--- config.mk ---
export PLATFORM = sky130hd
export DESIGN_NAME = pb_step_gen
export DESIGN_NICKNAME = d
export VERILOG_FILES = /design/src/rtl/pb_step_gen_pkg.sv /design/src/rtl/pb_step_gen_sync2.sv /design/src/rtl/pb_step_gen.sv
export SDC_FILE = /design/constraint.sdc
export NUM_CORES = 1
export LEC_CHECK = 0
export CAP_MARGIN = 20
export CORE_MARGIN = 2
export CORE_UTILIZATION = 50
export CTS_CLUSTER_SIZE = 24
export DETAILED_ROUTE_END_ITERATION = 16
export GPL_TIMING_DRIVEN = 0
export PLACE_DENSITY = 0.68
export REMOVE_ABC_BUFFERS = 1
export SYNTH_ARGS = -nofsm -noshare
export SYNTH_HDL_FRONTEND = slang
export SYNTH_HIERARCHICAL = 1
export SYNTH_SLANG_ARGS = --single-unit
--- constraint.sdc ---
create_clock -name CLK -period 4.2 [get_ports CLK]
set_input_delay 0.84 -clock CLK [delete_from_list [all_inputs] [get_ports CLK]]
set_output_delay 0.84 -clock CLK [all_outputs]
set_load 0.05 [all_outputs]
--- src/rtl/pb_step_gen_pkg.sv ---
// Shared definitions for the board step generator: debounce FSM encoding and
// default timing constants, also reused by the display scanner refresh divider.
package pb_step_gen_pkg;

  typedef enum logic [1:0] {
    IDLE      = 2'd0,
    PRESS_CHK = 2'd1,
    DOWN      = 2'd2,
    REL_CHK   = 2'd3
  } deb_state_e;

  localparam int DEB_CYCLES_DEF = 100000;
  localparam int RUN_DIV_DEF    = 50000000;

endpackage

--- src/rtl/pb_step_gen_sync2.sv ---
// Two-flop synchronizer for an asynchronous board input; clears to 0 on reset.
module sync2 (
  input  logic clk_i,
  input  logic rst_ni,
  input  logic d_i,
  output logic q_o
);

  logic meta_q;
  logic sync_q;

  always_ff @(posedge clk_i or negedge rst_ni) begin
    if (!rst_ni) begin
      meta_q <= 1'b0;
      sync_q <= 1'b0;
    end else begin
      meta_q <= d_i;
      sync_q <= meta_q;
    end
  end

  assign q_o = sync_q;

endmodule

--- src/rtl/pb_step_gen.sv ---
// Turns the bouncing push-button and run switch into the CPU step clock, a
// one-cycle step strobe and a wrapping count of delivered steps.
module pb_step_gen
  import pb_step_gen_pkg::*;
#(
  parameter int DEB_CYCLES = DEB_CYCLES_DEF,
  parameter int RUN_DIV    = RUN_DIV_DEF,
  parameter int CNT_W      = 8
) (
  input  logic             CLK,
  input  logic             Reset,
  input  logic             PB,
  input  logic             run,
  output logic             step_level,
  output logic             step_pulse,
  output logic             pb_state,
  output logic [CNT_W-1:0] step_cnt
);

  localparam int DEB_W = (DEB_CYCLES > 2) ? $clog2(DEB_CYCLES) : 1;
  localparam int DIV_W = $clog2(RUN_DIV);
  localparam logic [DEB_W-1:0] DEB_LAST = DEB_W'(DEB_CYCLES - 1);
  localparam logic [DIV_W-1:0] DIV_LAST = DIV_W'(RUN_DIV - 1);
  localparam logic [DIV_W-1:0] DIV_HALF = DIV_W'(RUN_DIV / 2);

  logic pb_s;
  logic run_s;

  deb_state_e       state_q, state_d;
  logic [DEB_W-1:0] deb_cnt_q, deb_cnt_d;
  logic [DIV_W-1:0] div_cnt_q, div_cnt_d;
  logic             run_prev_q;
  logic             step_level_q, step_level_d;
  logic             step_pulse_q, step_pulse_d;
  logic [CNT_W-1:0] step_cnt_q, step_cnt_d;

  sync2 u_sync_pb (
    .clk_i  (CLK),
    .rst_ni (Reset),
    .d_i    (PB),
    .q_o    (pb_s)
  );

  sync2 u_sync_run (
    .clk_i  (CLK),
    .rst_ni (Reset),
    .d_i    (run),
    .q_o    (run_s)
  );

  always_ff @(posedge CLK or negedge Reset) begin
    if (!Reset) begin
      state_q   <= IDLE;
      deb_cnt_q <= '0;
    end else begin
      state_q   <= state_d;
      deb_cnt_q <= deb_cnt_d;
    end
  end

  // Each check state needs DEB_CYCLES consecutive stable samples to commit.
  always_comb begin
    state_d   = state_q;
    deb_cnt_d = deb_cnt_q;
    unique case (state_q)
      IDLE: begin
        if (pb_s) begin
          state_d   = PRESS_CHK;
          deb_cnt_d = '0;
        end
      end
      PRESS_CHK: begin
        if (!pb_s)                     state_d   = IDLE;
        else if (deb_cnt_q == DEB_LAST) state_d   = DOWN;
        else                           deb_cnt_d = deb_cnt_q + 1'b1;
      end
      DOWN: begin
        if (!pb_s) begin
          state_d   = REL_CHK;
          deb_cnt_d = '0;
        end
      end
      REL_CHK: begin
        if (pb_s)                      state_d   = DOWN;
        else if (deb_cnt_q == DEB_LAST) state_d   = IDLE;
        else                           deb_cnt_d = deb_cnt_q + 1'b1;
      end
      default: state_d = IDLE;
    endcase
  end

  always_comb begin
    pb_state = (state_q == DOWN) || (state_q == REL_CHK);
  end

  // Level is derived from the next divider value so that the registered level
  // and div_cnt stay aligned: high exactly while div_cnt < RUN_DIV/2.
  always_comb begin
    div_cnt_d    = '0;
    step_level_d = pb_state;
    if (run_s && run_prev_q) begin
      div_cnt_d = (div_cnt_q == DIV_LAST) ? '0 : div_cnt_q + 1'b1;
    end
    if (run_s) begin
      step_level_d = (div_cnt_d < DIV_HALF);
    end
    step_pulse_d = step_level_d & ~step_level_q;
    step_cnt_d   = step_cnt_q + CNT_W'(step_pulse_d);
  end

  always_ff @(posedge CLK or negedge Reset) begin
    if (!Reset) begin
      div_cnt_q    <= '0;
      run_prev_q   <= 1'b0;
      step_level_q <= 1'b0;
      step_pulse_q <= 1'b0;
      step_cnt_q   <= '0;
    end else begin
      div_cnt_q    <= div_cnt_d;
      run_prev_q   <= run_s;
      step_level_q <= step_level_d;
      step_pulse_q <= step_pulse_d;
      step_cnt_q   <= step_cnt_d;
    end
  end

  assign step_level = step_level_q;
  assign step_pulse = step_pulse_q;
  assign step_cnt   = step_cnt_q;

endmodule

## Yosys cells after proc, flatten, opt, wreduce, memory -nomap -nowiden

Cells that the tools add are included.

| word-level totals | value |
|---|---|
| output and inout bits | 11 |
| input bits | 4 |
| word-level logic and storage cells | 49 |
| flip-flop bits (word level) | 60 |

| operators by class | value |
|---|---|
| eq/ne operators | 11 |
| reduce and logical (&&, ||, !) cells | 5 |
| muxes and demuxes | 16 |
| add/subtract/negate cells | 3 |
| bitwise gates (word level) | 2 |
| order comparisons | 1 |

Operators with widths:

| operator | number |
|---|---|
| $mux W17 | 5 |
| $pmux W17 S4 | 1 |
| $mux W26 | 2 |
| $add A26 B1 Y26 const B | 1 |
| $eq A26 B26 Y1 const B | 1 |
| $lt A26 B25 Y1 const B | 1 |
| $add A17 B1 Y17 const B | 1 |
| $eq A17 B17 Y1 const B | 1 |
| $mux W2 | 6 |
| $add A8 B1 Y8 | 1 |
| $pmux W2 S4 | 1 |
| $reduce_and A4 Y1 | 2 |
| $eq A2 B2 Y1 const B | 2 |
| $ne A2 B1 Y1 const B | 2 |
| $ne A2 B2 Y1 const B | 2 |
| $ne A3 B2 Y1 const B | 1 |
| $ne A3 B3 Y1 const B | 1 |
| $eq A2 B1 Y1 const B | 1 |
| $logic_not A2 Y1 | 1 |
| $and A1 B1 Y1 | 1 |
| $logic_and A1 B1 Y1 | 1 |
| $logic_or A1 B1 Y1 | 1 |
| $mux W1 | 1 |
| $not A1 Y1 | 1 |

## Logic depth before layout (Yosys ltp)

Gate-level depths: netlist of the first run.

| logic depth | value |
|---|---|
| depth in word-level cells | 7 |
| gate-level depth with buffers | 12 |
| mapped depth without buffers | 11 |

## By module

Netlist of the first run, hierarchy kept.

Modules (own cells, without submodules):

| module | sequential area each (um^2) | area an instance (um^2) | cells an instance | times used |
|---|---|---|---|---|
| pb_step_gen | 1401.3 | 3015.4 | 320 | 1 |
| sync2 | 50.0 | 50.0 | 2 | 2 |

## Worst setup path after synthesis of the first run

OpenSTA, ideal clock, no wires.

| path | value |
|---|---|
| path type | register to register |
| start | register div_cnt_q[0] |
| end | register step_cnt_q[5], in the netlist step_cnt[5] |
| required time | 4.059 ns |
| buffers on the path | 0 |
| data arrival time | 2.930 ns |
| slack | 1.129 ns |
| period minus slack after synthesis | 3.071 ns |
| cell stages (with the launch flop) | 12 |
| setup time | 0.141 ns |
| cells stage by stage | dfrtp_1 -> ha_1 -> nand3_4 -> or4_1 -> a221o_1 -> a2111oi_4 -> o41ai_2 -> a311oi_2 -> ha_1 -> and3_1 -> nand3_1 -> xnor2_1 |

| between the ends | value |
|---|---|
| cells in the longest elaborated chain, start to end | 7 |
| elaborated cells between the ends (all ways) | 8 |
| those cells by class | add/sub (2); order compare (1); eq/ne (1); mux (3); bitwise (1) |

RTL lines:

| item | RTL line | RTL |
|---|---|---|
| start, declared | pb_step_gen.sv:31 | `logic [DIV_W-1:0] div_cnt_q, div_cnt_d;` |
| start signal, assigned | pb_step_gen.sv:119 | `div_cnt_q <= div_cnt_d;` |
| $add A26 B1 Y26 or $eq A26 B26 Y1 (tied branches) | pb_step_gen.sv:102 | `div_cnt_d = (div_cnt_q == DIV_LAST) ? '0 : div_cnt_q + 1'b1;` |
| $mux W26 (*) | pb_step_gen.sv:102 |  |
| $mux W26 (*) | pb_step_gen.sv:101 | `if (run_s && run_prev_q) begin` |
| $lt A26 B25 Y1 (*) | pb_step_gen.sv:105 | `step_level_d = (div_cnt_d < DIV_HALF);` |
| $mux W1 (*) | pb_step_gen.sv:104 | `if (run_s) begin` |
| $and A1 B1 Y1 (*) | pb_step_gen.sv:107 | `step_pulse_d = step_level_d & ~step_level_q;` |
| net step_pulse_d | pb_step_gen.sv:34 | `logic step_pulse_q, step_pulse_d;` |
| $add A8 B1 Y8 (*) | pb_step_gen.sv:108 | `step_cnt_d = step_cnt_q + CNT_W'(step_pulse_d);` |
| net step_cnt_d[5] | pb_step_gen.sv:35 | `logic [CNT_W-1:0] step_cnt_q, step_cnt_d;` |
| end signal, assigned | pb_step_gen.sv:123 | `step_cnt_q <= step_cnt_d;` |
| end, declared | pb_step_gen.sv:35 |  |

The timed path passes the listed nets; every way through them passes the cells marked *.
A chain may end at the register's enable or synchronous reset.

## Final worst setup path of the first run

| path | value |
|---|---|
| start | register div_cnt_q[7] |
| end | register step_cnt_q[4], in the netlist step_cnt[4] |

The elaborated chain is that of the path after synthesis.

==> impl_metrics.tcl, run 1 <==
set metrics [dict create \
    synth.area.top_cells "dfrtp_1 (48%), xor2_1 (7.3%), nor2_1 (6.5%), xnor2_1 (4.5%), nand2_1 (3.4%)" \
    cpMostUsedCell "ha_1" \
    max_slew_margin_pct 35.37 \
    antenna_cells 0 \
    muxShareOfSynthArea_pct 1.004 \
    rsz0062_at_grt "no" \
    min_period_ps 3426 \
    setup_violations 0 \
    wl_per_cell_um 14.76 \
    crit_type "register to register" \
    clock_latency_ps 340 \
    die_height_um 82.94 \
    coreArea_um2 5956 \
    cts_buffers 9 \
    viasPerCell 5.694 \
    drv_slew 0 \
    critPathSlowestCell "nor3_1" \
    start_util_pct 52.31 \
    cts.sinks 60 \
    fill_cells 513 \
    worst_slew_pin_slew_ps 962.6 \
    area_delta_synth_final_pct 11.93 \
    worstPathArrival_ps 3670 \
    avgSynthCellArea_um2 9.616 \
    port_buffers 14 \
    postSynth.topFlopCell "dfrtp_1" \
    post-route-util_pct 58.55 \
    synthArstFlopShare_pct 100.0 \
    route.detailed.drc 0 \
    dieArea_um2 6878 \
    leakage_nw 1.462 \
    required_ps 4450 \
    yosys.area_share.simple_pct 26.31 \
    skew_ps 10.81 \
    htreeDepth 3 \
    clockBufferDepth 2 \
    drive_gt1_share_pct 8.235 \
    cp_max_fo 9 \
    gp_congestion 0.9039 \
    hp-class "register to register" \
    rows 28 \
    startpoint_type "register" \
    ioPinCount 15 \
    cts_resized 0 \
    multi_input_area_um2 1526 \
    period_share_pct 81.56 \
    gr-total-overflow 0 \
    fin_cells 415 \
    ys_seq_elements 60 \
    num_vias 2363 \
    path_cells "nand4_2 > nor3_1 > o211ai_1 > o2bb2ai_1 > o31ai_1 > a311oi_2 > ha_1 > ha_1 > nand3_1 > xnor2_1" \
    postCtsHoldBufs 0 \
    wirelength_um 6126 \
    synthXorXnorAreaFrac_pct 11.81 \
    setup_tns_ps 0 \
    synth-warning-count 6 \
    synthAdderAreaFrac_pct 1.606 \
    regMostFlops "div_cnt_q" \
    first_iter_violations 134 \
    synth_top_family_by_area "simple AND/OR/NAND/NOR gates" \
    path_delay_family "simple AND/OR/NAND/NOR gates" \
    cts_root_buffer "clkbuf_8" \
    critPathBufInv 0 \
    synth-compound-area-share_pct 8.273 \
    hold_viol_final 0 \
    grt_pass1_vias 2265 \
    status "complete, no violations" \
    ys_seq_area_share_pct 48.19 \
    grtUsageTotal_pct 18.82 \
    worstSetupEndpointType "register" \
    fmax_mhz 291.9 \
    synth.distinct_cells 49 \
    power_per_cell_area_nw_per_um2 383.3 \
    largest_reg_flops 26 \
    final_nets 345 \
    cts_tree "yes" \
    syn-instance-count 324 \
    max-vdd-ir-drop_v 0.0003015 \
    register_area_um2 1501 \
    synth_edf_count 0 \
    p_total_mw 1.337 \
    ant_nets 0 \
    critPathMaxStageDelay_ps 820 \
    pre_cts_slack_ps 795.1 \
    die_w_um 82.94 \
    post_cts_buffers 0 \
    antenna_found_initial 0 \
    syn_area_um2 3115 \
    synth_largest_area_cell "dfrtp_1" \
    cap_violations 0 \
    grt_max_degree 41 \
    fin_ws_ps 774.5 \
    grt_first_pass_wirelength_um 10460 \
    yosysTopAreaCellShare_pct 48.19 \
    drtPass1Iterations 4 \
    dpl.cell_count 401 \
    clk_pin_slew_ps 60 \
    dpl.hpwl_um 4258 \
]
layer usage:
layer / up-vias / track usage [%] / wire, µm
met5: - / 0 / 0
met4: 0 / 6.408 / 83
met3: 13 / 6.163 / 273
met2: 50 / 28.59 / 2807
met1: 1145 / 25.44 / 2961
li1: 1155 / - / -
per-stage QoR:
stage               area, µm²  hold slack (ps)
floorplan                3062            331.2
global placement         3296            335.7
detailed placement       3311            341.8
CTS                      3487            355.2
global route             3487            361.3
finish                   3487            349.7
final timing paths:
path | start | to | slack (ps) | cells past startpoint
max | div_cnt_q[7] | step_cnt[4] | 770 | 10
min | u_sync_run/meta_q | u_sync_run/q_o | 350 | 0
max reg2reg | div_cnt_q[7] | step_cnt[4] | 770 | 10
min reg2reg | u_sync_run/meta_q | u_sync_run/q_o | 350 | 0
max in group asynchronous | Reset | deb_cnt_q[13] | 3150 | 2
min in group asynchronous | Reset | deb_cnt_q[4] | 470 | 1
power by group:
part / switching (mW) / internal [mW]
sequential: 0.0368 / 0.615
combinational: 0.147 / 0.0701
clock: 0.212 / 0.256
cells in the final DEF (no fill, tap or decap), types with 5 or more instances in the layout:
cell and instances:
a21oi_1 6, a31oi_1 5, and3_1 8, clkbuf_8 12, clkdlybuf4s50_1 13, dfrtp_1 60
inv_1 9, nand2_1 28, nand3_1 18, nand4_1 12, nor2_1 54, nor3_1 6
nor4_1 5, o21ai_0 9, xnor2_1 16, xor2_1 26
synthesized netlist by cell type, drive strengths merged, types with 2 or more instances:
library cell	n
a31oi	5
and3	9
nor2	54
nor2b	2
nand4	14
ha	4
or3	3
xor2	26
and2	4
nor4b	2
nor4	6
buf	3
nand3	19
nor3	6
xnor2	16
or4	3
inv	9
and4b	2
nand2	28
a21oi	6
a31o	2
dfrtp	60
clkbuf	10
mux2i	2
o21ai	9
and4	4
kinds of logic (layout without fill, tap and decap cells):
logic type	count (synthesis)	count (layout)
XOR/XNOR	42	42
buffers and inverters	22	38
adder cells (fa/ha/maj)	4	4
flip-flops	60	60
AND/OR/NAND/NOR	159	159
multiplexers	3	3
AO/OA/AOI/OAI	34	34
cell type report:
type | instances | share of cell area (%)
clock buffers | 13 | 4.844
clock inverters | 1 | 0.2153
inverters | 9 | 0.9688
multi-input cells | 242 | 43.77
flip-flops and latches | 60 | 43.06
well taps | 75 | 2.691
repair buffers | 15 | 4.449
(Power assumes the default switching activity.)
==> inputs of run 2 (changes only) <==
--- a/config.mk
+++ b/config.mk
@@ -11,7 +11,7 @@
 export CTS_CLUSTER_SIZE = 24
 export DETAILED_ROUTE_END_ITERATION = 16
 export GPL_TIMING_DRIVEN = 0
-export PLACE_DENSITY = 0.68
+export PLACE_DENSITY = 0.71
 export REMOVE_ABC_BUFFERS = 1
 export SYNTH_ARGS = -nofsm -noshare
 export SYNTH_HDL_FRONTEND = slang
==> constraint.sdc (replaced) <==
create_clock -name CLK -period 2.8 [get_ports CLK]
set_input_delay 0.56 -clock CLK [delete_from_list [all_inputs] [get_ports CLK]]
set_output_delay 0.56 -clock CLK [all_outputs]
set_load 0.05 [all_outputs]
==> run 2 against run 1 <==
The flow now finishes with violations (setup timing); sequential cell count did not move; sequential power rose by 51%; first-iteration DRC count fell by 2.2%; maximum frequency rose by 12%; count of clock-buffer cells in the layout fell by 1; worst hold slack got worse by 150 ps; global-route usage rose by 2.2 points; combinational power rose by 55%; non-clock buffer count rose by 21; final cell count rose by 5.8%.
==> impl_metrics.tcl, run 2 (synthesis gave the netlist of run 1 again) <==
set metrics [dict create \
    fmax_mhz 326.0 \
    cap_violations 0 \
    antenna_found_initial 0 \
    clockBufferDepth 2 \
    cts_buffers 9 \
    hp-class "input port to async pin" \
    path_cells "ha_4 > nand3_4 > or4_4 > a221o_1 > a2111oi_4 > o41ai_2 > a311oi_2 > ha_2 > ha_2 > nand3_1 > xnor2_1" \
    status "finished, violations left" \
    ant_nets 0 \
    critPathSlowestCell "or4_4" \
    largest_reg_flops 26 \
    grt_pass1_vias 2541 \
    rsz0062_at_grt "yes" \
    leakage_nw 1.619 \
    coreArea_um2 5956 \
    grt_first_pass_wirelength_um 11880 \
    crit_type "register to register" \
    grtUsageTotal_pct 21.03 \
    use_met1_pct 27.54 \
    drtPass1Iterations 4 \
    min_period_ps 3068 \
    final_nets 367 \
    cp_max_fo 3 \
    dieArea_um2 6878 \
    start_util_pct 52.31 \
    grt_use_met3_pct 5.964 \
    pre_cts_slack_ps -616.1 \
    ioPinCount 15 \
    drv_slew 0 \
    grt_max_degree 40 \
    first_iter_violations 131 \
    required_ps 3020 \
    cts_tree "yes" \
    period_share_pct 109.6 \
    max_slew_margin_pct 37.01 \
    layout.cells.most_common "dfrtp_1" \
    route.detailed.drc 0 \
    startpoint_type "register" \
    critPathMaxStageDelay_ps 420 \
    area_delta_synth_final_pct 22.33 \
    regMostFlops "div_cnt_q" \
    gp_congestion 0.8498 \
    critPathBufInv 0 \
    gr-total-overflow 0 \
    die_height_um 82.94 \
    rows 28 \
    htreeDepth 3 \
    hold_viol_final 0 \
    clock_latency_ps 340 \
    dpl.hpwl_um 4139 \
    antenna_cells 0 \
    worst_slew_pin_slew_ps 938.0 \
    cts_root_buffer "clkbuf_8" \
    cpMostUsedCell "ha_2" \
    met2_usage_pct 32.33 \
    fin_ws_ps -267.7 \
    skew_ps 10.11 \
    clk_pin_slew_ps 70 \
    path_delay_family "compound AO/OA/AOI/OAI gates" \
    max-vdd-ir-drop_v 0.0005465 \
    violations "setup timing" \
    worstPathArrival_ps 3280 \
    wl_per_cell_um 15.87 \
    setup_tns_ps -1428 \
    num_vias 2520 \
    mostFrequentLayoutCells "dfrtp_1 (55), nor2_1 (53), nand2_1 (28), xor2_1 (26), buf_4 (21)" \
    wirelength_um 6965 \
    worstSetupEndpointType "register" \
    grt_busiest_layer "met2" \
    die_w_um 82.94 \
    port_buffers 14 \
    cts.sinks 60 \
    drive_gt1_share_pct 18.96 \
    power_per_cell_area_nw_per_um2 573.4 \
    viasPerCell 5.740 \
    setup_violations 7 \
]
-- run 2: changes by cell type in the layout (fill, tap and decap cells not counted), sizes merged --
cell | before | now
clkbuf | 13 | 12
buf | 2 | 23
clkinv | 0 | 1
bufinv | 0 | 2
a31o | 2 | 3
-- run 2: metrics by stage --
step	utilization, %	std cells	total power [mW]	instance area [µm²]	hold slack, ps
finish	63.99	439	2.185	3811	195.5
global placement	55.34	400	1.313	3296	338.5
global route	63.99	439	2.274	3811	229.7
floorplan	-	311	1.188	3062	264.4
CTS	63.28	437	2.199	3769	212.5
detailed placement	55.59	401	1.321	3311	336.4
-- run 2: where the power goes --
group | internal (mW) | switching, mW | total [mW]
combinational | 0.113 | 0.225 | 0.337
sequential | 0.921 | 0.0587 | 0.980
clock | 0.525 | 0.343 | 0.868
total | 1.56 | 0.626 | 2.19
-- run 2: cell type report --
| cell class | count | area (µm²) |
|---|---|---|
| fillers | 489 | 2145 |
| clock buffers | 12 | 145.1 |
| well taps | 75 | 93.84 |
| clock inverters | 4 | 72.57 |
| flip-flops and latches | 60 | 1508 |
| multi-input cells | 243 | 1645 |
| repair buffers | 36 | 312.8 |
| inverters | 9 | 33.78 |
-- run 2: timing repair --
item	CTS	global route
endpoints found under the setup margin	8	8
resized for setup	20	4
setup buffers	20	1
gates cloned	0	1
hold buffers	0	0
pin swaps	9	7
-- run 2: final timing paths --
kind	from	to	slack, ps	cells after the start
hold reg to reg	u_sync_run/meta_q	u_sync_run/q_o	350	0
setup / recovery	div_cnt_q[1]	step_cnt[6]	-270	11
min in group CLK	u_sync_run/meta_q	u_sync_run/q_o	350	0
hold / removal	Reset	step_cnt[4]	200	1
max in group asynchronous	Reset	div_cnt_q[4]	2010	2
setup reg to reg	div_cnt_q[1]	step_cnt[6]	-270	11
-- run 2: worst reg2reg max path, delay by kind of cell (launching register included) --
kind                       cells  cell delay (ps)
DFF                            1              400
adders and majority gates      3              610
xor gates and xnor gates       1              140
AOI/OAI and AO/OA              4             1200
and+or+nand+nor                3              600
-- run 2: routing by layer --
metal  up-vias  routed length, µm
met5         -                  0
met3        14                390
met2        81               3361
met1      1223               3077
li1       1202                  -
met4         0                135
==> inputs of run 3 (changes only) <==
--- a/config.mk
+++ b/config.mk
@@ -7,12 +7,11 @@
 export LEC_CHECK = 0
 export CAP_MARGIN = 20
 export CORE_MARGIN = 2
-export CORE_UTILIZATION = 50
+export CORE_UTILIZATION = 45
 export CTS_CLUSTER_SIZE = 24
 export DETAILED_ROUTE_END_ITERATION = 16
-export GPL_TIMING_DRIVEN = 0
-export PLACE_DENSITY = 0.71
 export REMOVE_ABC_BUFFERS = 1
+export SETUP_SLACK_MARGIN = 0.02
 export SYNTH_ARGS = -nofsm -noshare
 export SYNTH_HDL_FRONTEND = slang
 export SYNTH_HIERARCHICAL = 1
==> run 3 against run 2 <==
The flow still finishes with violations (setup timing); highest routed layer unchanged; sequential power about the same; sequential cell count unchanged; core utilization down 5.7 points; register-to-register slack better by 60 ps; maximum frequency up 2.1%; critical path type unchanged; combinational power up 1%; worst hold slack worse by 140 ps; global-route usage down 1.2 points.
==> impl_metrics.tcl, run 3 (synthesis gave the netlist of run 1 again) <==
set metrics [dict create \
    start_util_pct 46.11 \
    post-route-util_pct 58.28 \
    cts_root_buffer "clkbuf_8" \
    num_vias 2524 \
    grt_pass1_vias 2503 \
    grt_first_pass_wirelength_um 11680 \
    viasPerCell 5.336 \
    dpl.hpwl_um 4885 \
    cts_tree "yes" \
    power_per_cell_area_nw_per_um2 539.4 \
    clk_pin_slew_ps 70 \
    grtUsageTotal_pct 19.83 \
    first_iter_violations 82 \
    clockBufferDepth 2 \
    rsz0062_at_grt "yes" \
    cap_violations 0 \
    die_w_um 87.21 \
    setup_violations 7 \
    ant_nets 0 \
    cts_buffers 9 \
    fmax_mhz 332.8 \
    die_height_um 87.21 \
    rows 30 \
    path_cells "ha_4 > nand3_4 > or4_4 > a221o_1 > a2111oi_4 > o41ai_2 > a311oi_2 > ha_2 > and3_4 > nand3_1 > xnor2_1" \
    worst_slew_pin_slew_ps 495.2 \
    worstPathArrival_ps 3230 \
    placed_area_um2 3665 \
    grt_max_degree 32 \
    clock_latency_ps 340 \
    wl_per_cell_um 14.38 \
    max_slew_margin_pct 66.88 \
    startpoint_type "register" \
    antenna_found_initial 0 \
    port_buffers 14 \
    hold_viol_final 0 \
    critPathMaxStageDelay_ps 530 \
    htreeDepth 3 \
    largest_reg_flops 26 \
    period_share_pct 107.3 \
    layout.cells.most_common "dfrtp_1" \
    crit_type "register to register" \
    gr-total-overflow 0 \
    violations "setup timing" \
    fin_ws_ps -204.8 \
    worstSetupEndpointType "register" \
    final_nets 396 \
    skew_ps 11.06 \
    leakage_nw 1.746 \
    mostFrequentLayoutCells "dfrtp_1 (60), nor2_1 (54), buf_4 (52), nand2_1 (28), xor2_1 (26)" \
    max-vdd-ir-drop_v 0.0002981 \
    drive_gt1_share_pct 22.39 \
    regMostFlops "div_cnt_q" \
    ioPinCount 15 \
    coreArea_um2 6756 \
    post-route-cell-area_um2 3938 \
    rr_worst_depth 11 \
    required_ps 3030 \
    cp_max_fo 3 \
    critPathSlowestCell "or4_4" \
    gp_congestion 0.9039 \
    drtPass1Iterations 4 \
    wirelength_um 6804 \
    antenna_cells 0 \
    route.detailed.drc 0 \
    status "finished, violations left" \
    area_delta_synth_final_pct 26.39 \
    hp-class "input port to async pin" \
    cts.sinks 60 \
    dieArea_um2 7605 \
    min_period_ps 3005 \
    postCtsHoldBufs 0 \
    pre_cts_slack_ps -285.3 \
    drv_slew 0 \
]
[run 3: timing repair]
action                     CTS  global route
gates resized for setup      6             3
pin swaps                    2             2
setup endpoints to repair    7             8
setup buffers                1             2
[run 3: cell type report]
cell class / count / area (µm²)
Inverter: 9 / 33.78
Sequential cell: 60 / 1501
Fill cell: 593 / 2819
Timing Repair Buffer: 66 / 525.5
Multi-Input combinational cell: 242 / 1574
Clock buffer: 12 / 155.1
Tap cell: 80 / 100.1
Clock inverter: 4 / 47.55
[run 3: layer usage]
layer	part of all wire [%]	wire length, µm	GRT usage [%]
met2	50	3384	32.20
met1	46	3132	26.16
met4	1.6	106	6.713
met3	2.7	182	4.550
met5	0	0	0
[run 3: path summary, 6_finish.rpt]
| path | from | to | slack (ps) |
|---|---|---|---|
| worst min register to register | u_sync_pb/meta_q | u_sync_pb/q_o | 350 |
| max in group asynchronous | Reset | div_cnt_q[7] | 2100 |
| min in group CLK | u_sync_pb/meta_q | u_sync_pb/q_o | 350 |
| worst max-delay path | div_cnt_q[0] | step_cnt[7] | -200 |
| worst min-delay path | Reset | step_level | 60 |
| worst max register to register | div_cnt_q[0] | step_cnt[7] | -200 |
[run 3: per-stage QoR]
step,hold slack (ps),std cells,total power [mW],setup TNS (ps)
6_report,58.34,473,2.124,-983.5
3_3_place_gp,332.2,454,1.330,-1096
2_1_floorplan,264.4,311,1.188,-1221
3_5_place_dp,342.7,454,1.332,-1438
4_1_cts,51.45,471,2.146,-951.0
5_1_grt,60.48,473,2.225,-1859
[run 3: where the power goes]
part           internal, mW  total, mW  switching [mW]
Combinational         0.119      0.342           0.223
Sequential            0.921      0.981          0.0599
Clock                 0.457      0.800           0.343
Total                  1.50       2.12           0.626
[run 3: worst max-delay path: cells and delay by family, from the launching register on]
family / cells / cell delay (ps)
AO/OA/AOI/OAI: 4 / 1080
AND/OR/NAND/NOR: 4 / 890
flip-flops: 1 / 400
adder cells (fa/ha/maj): 2 / 400
XOR/XNOR: 1 / 130
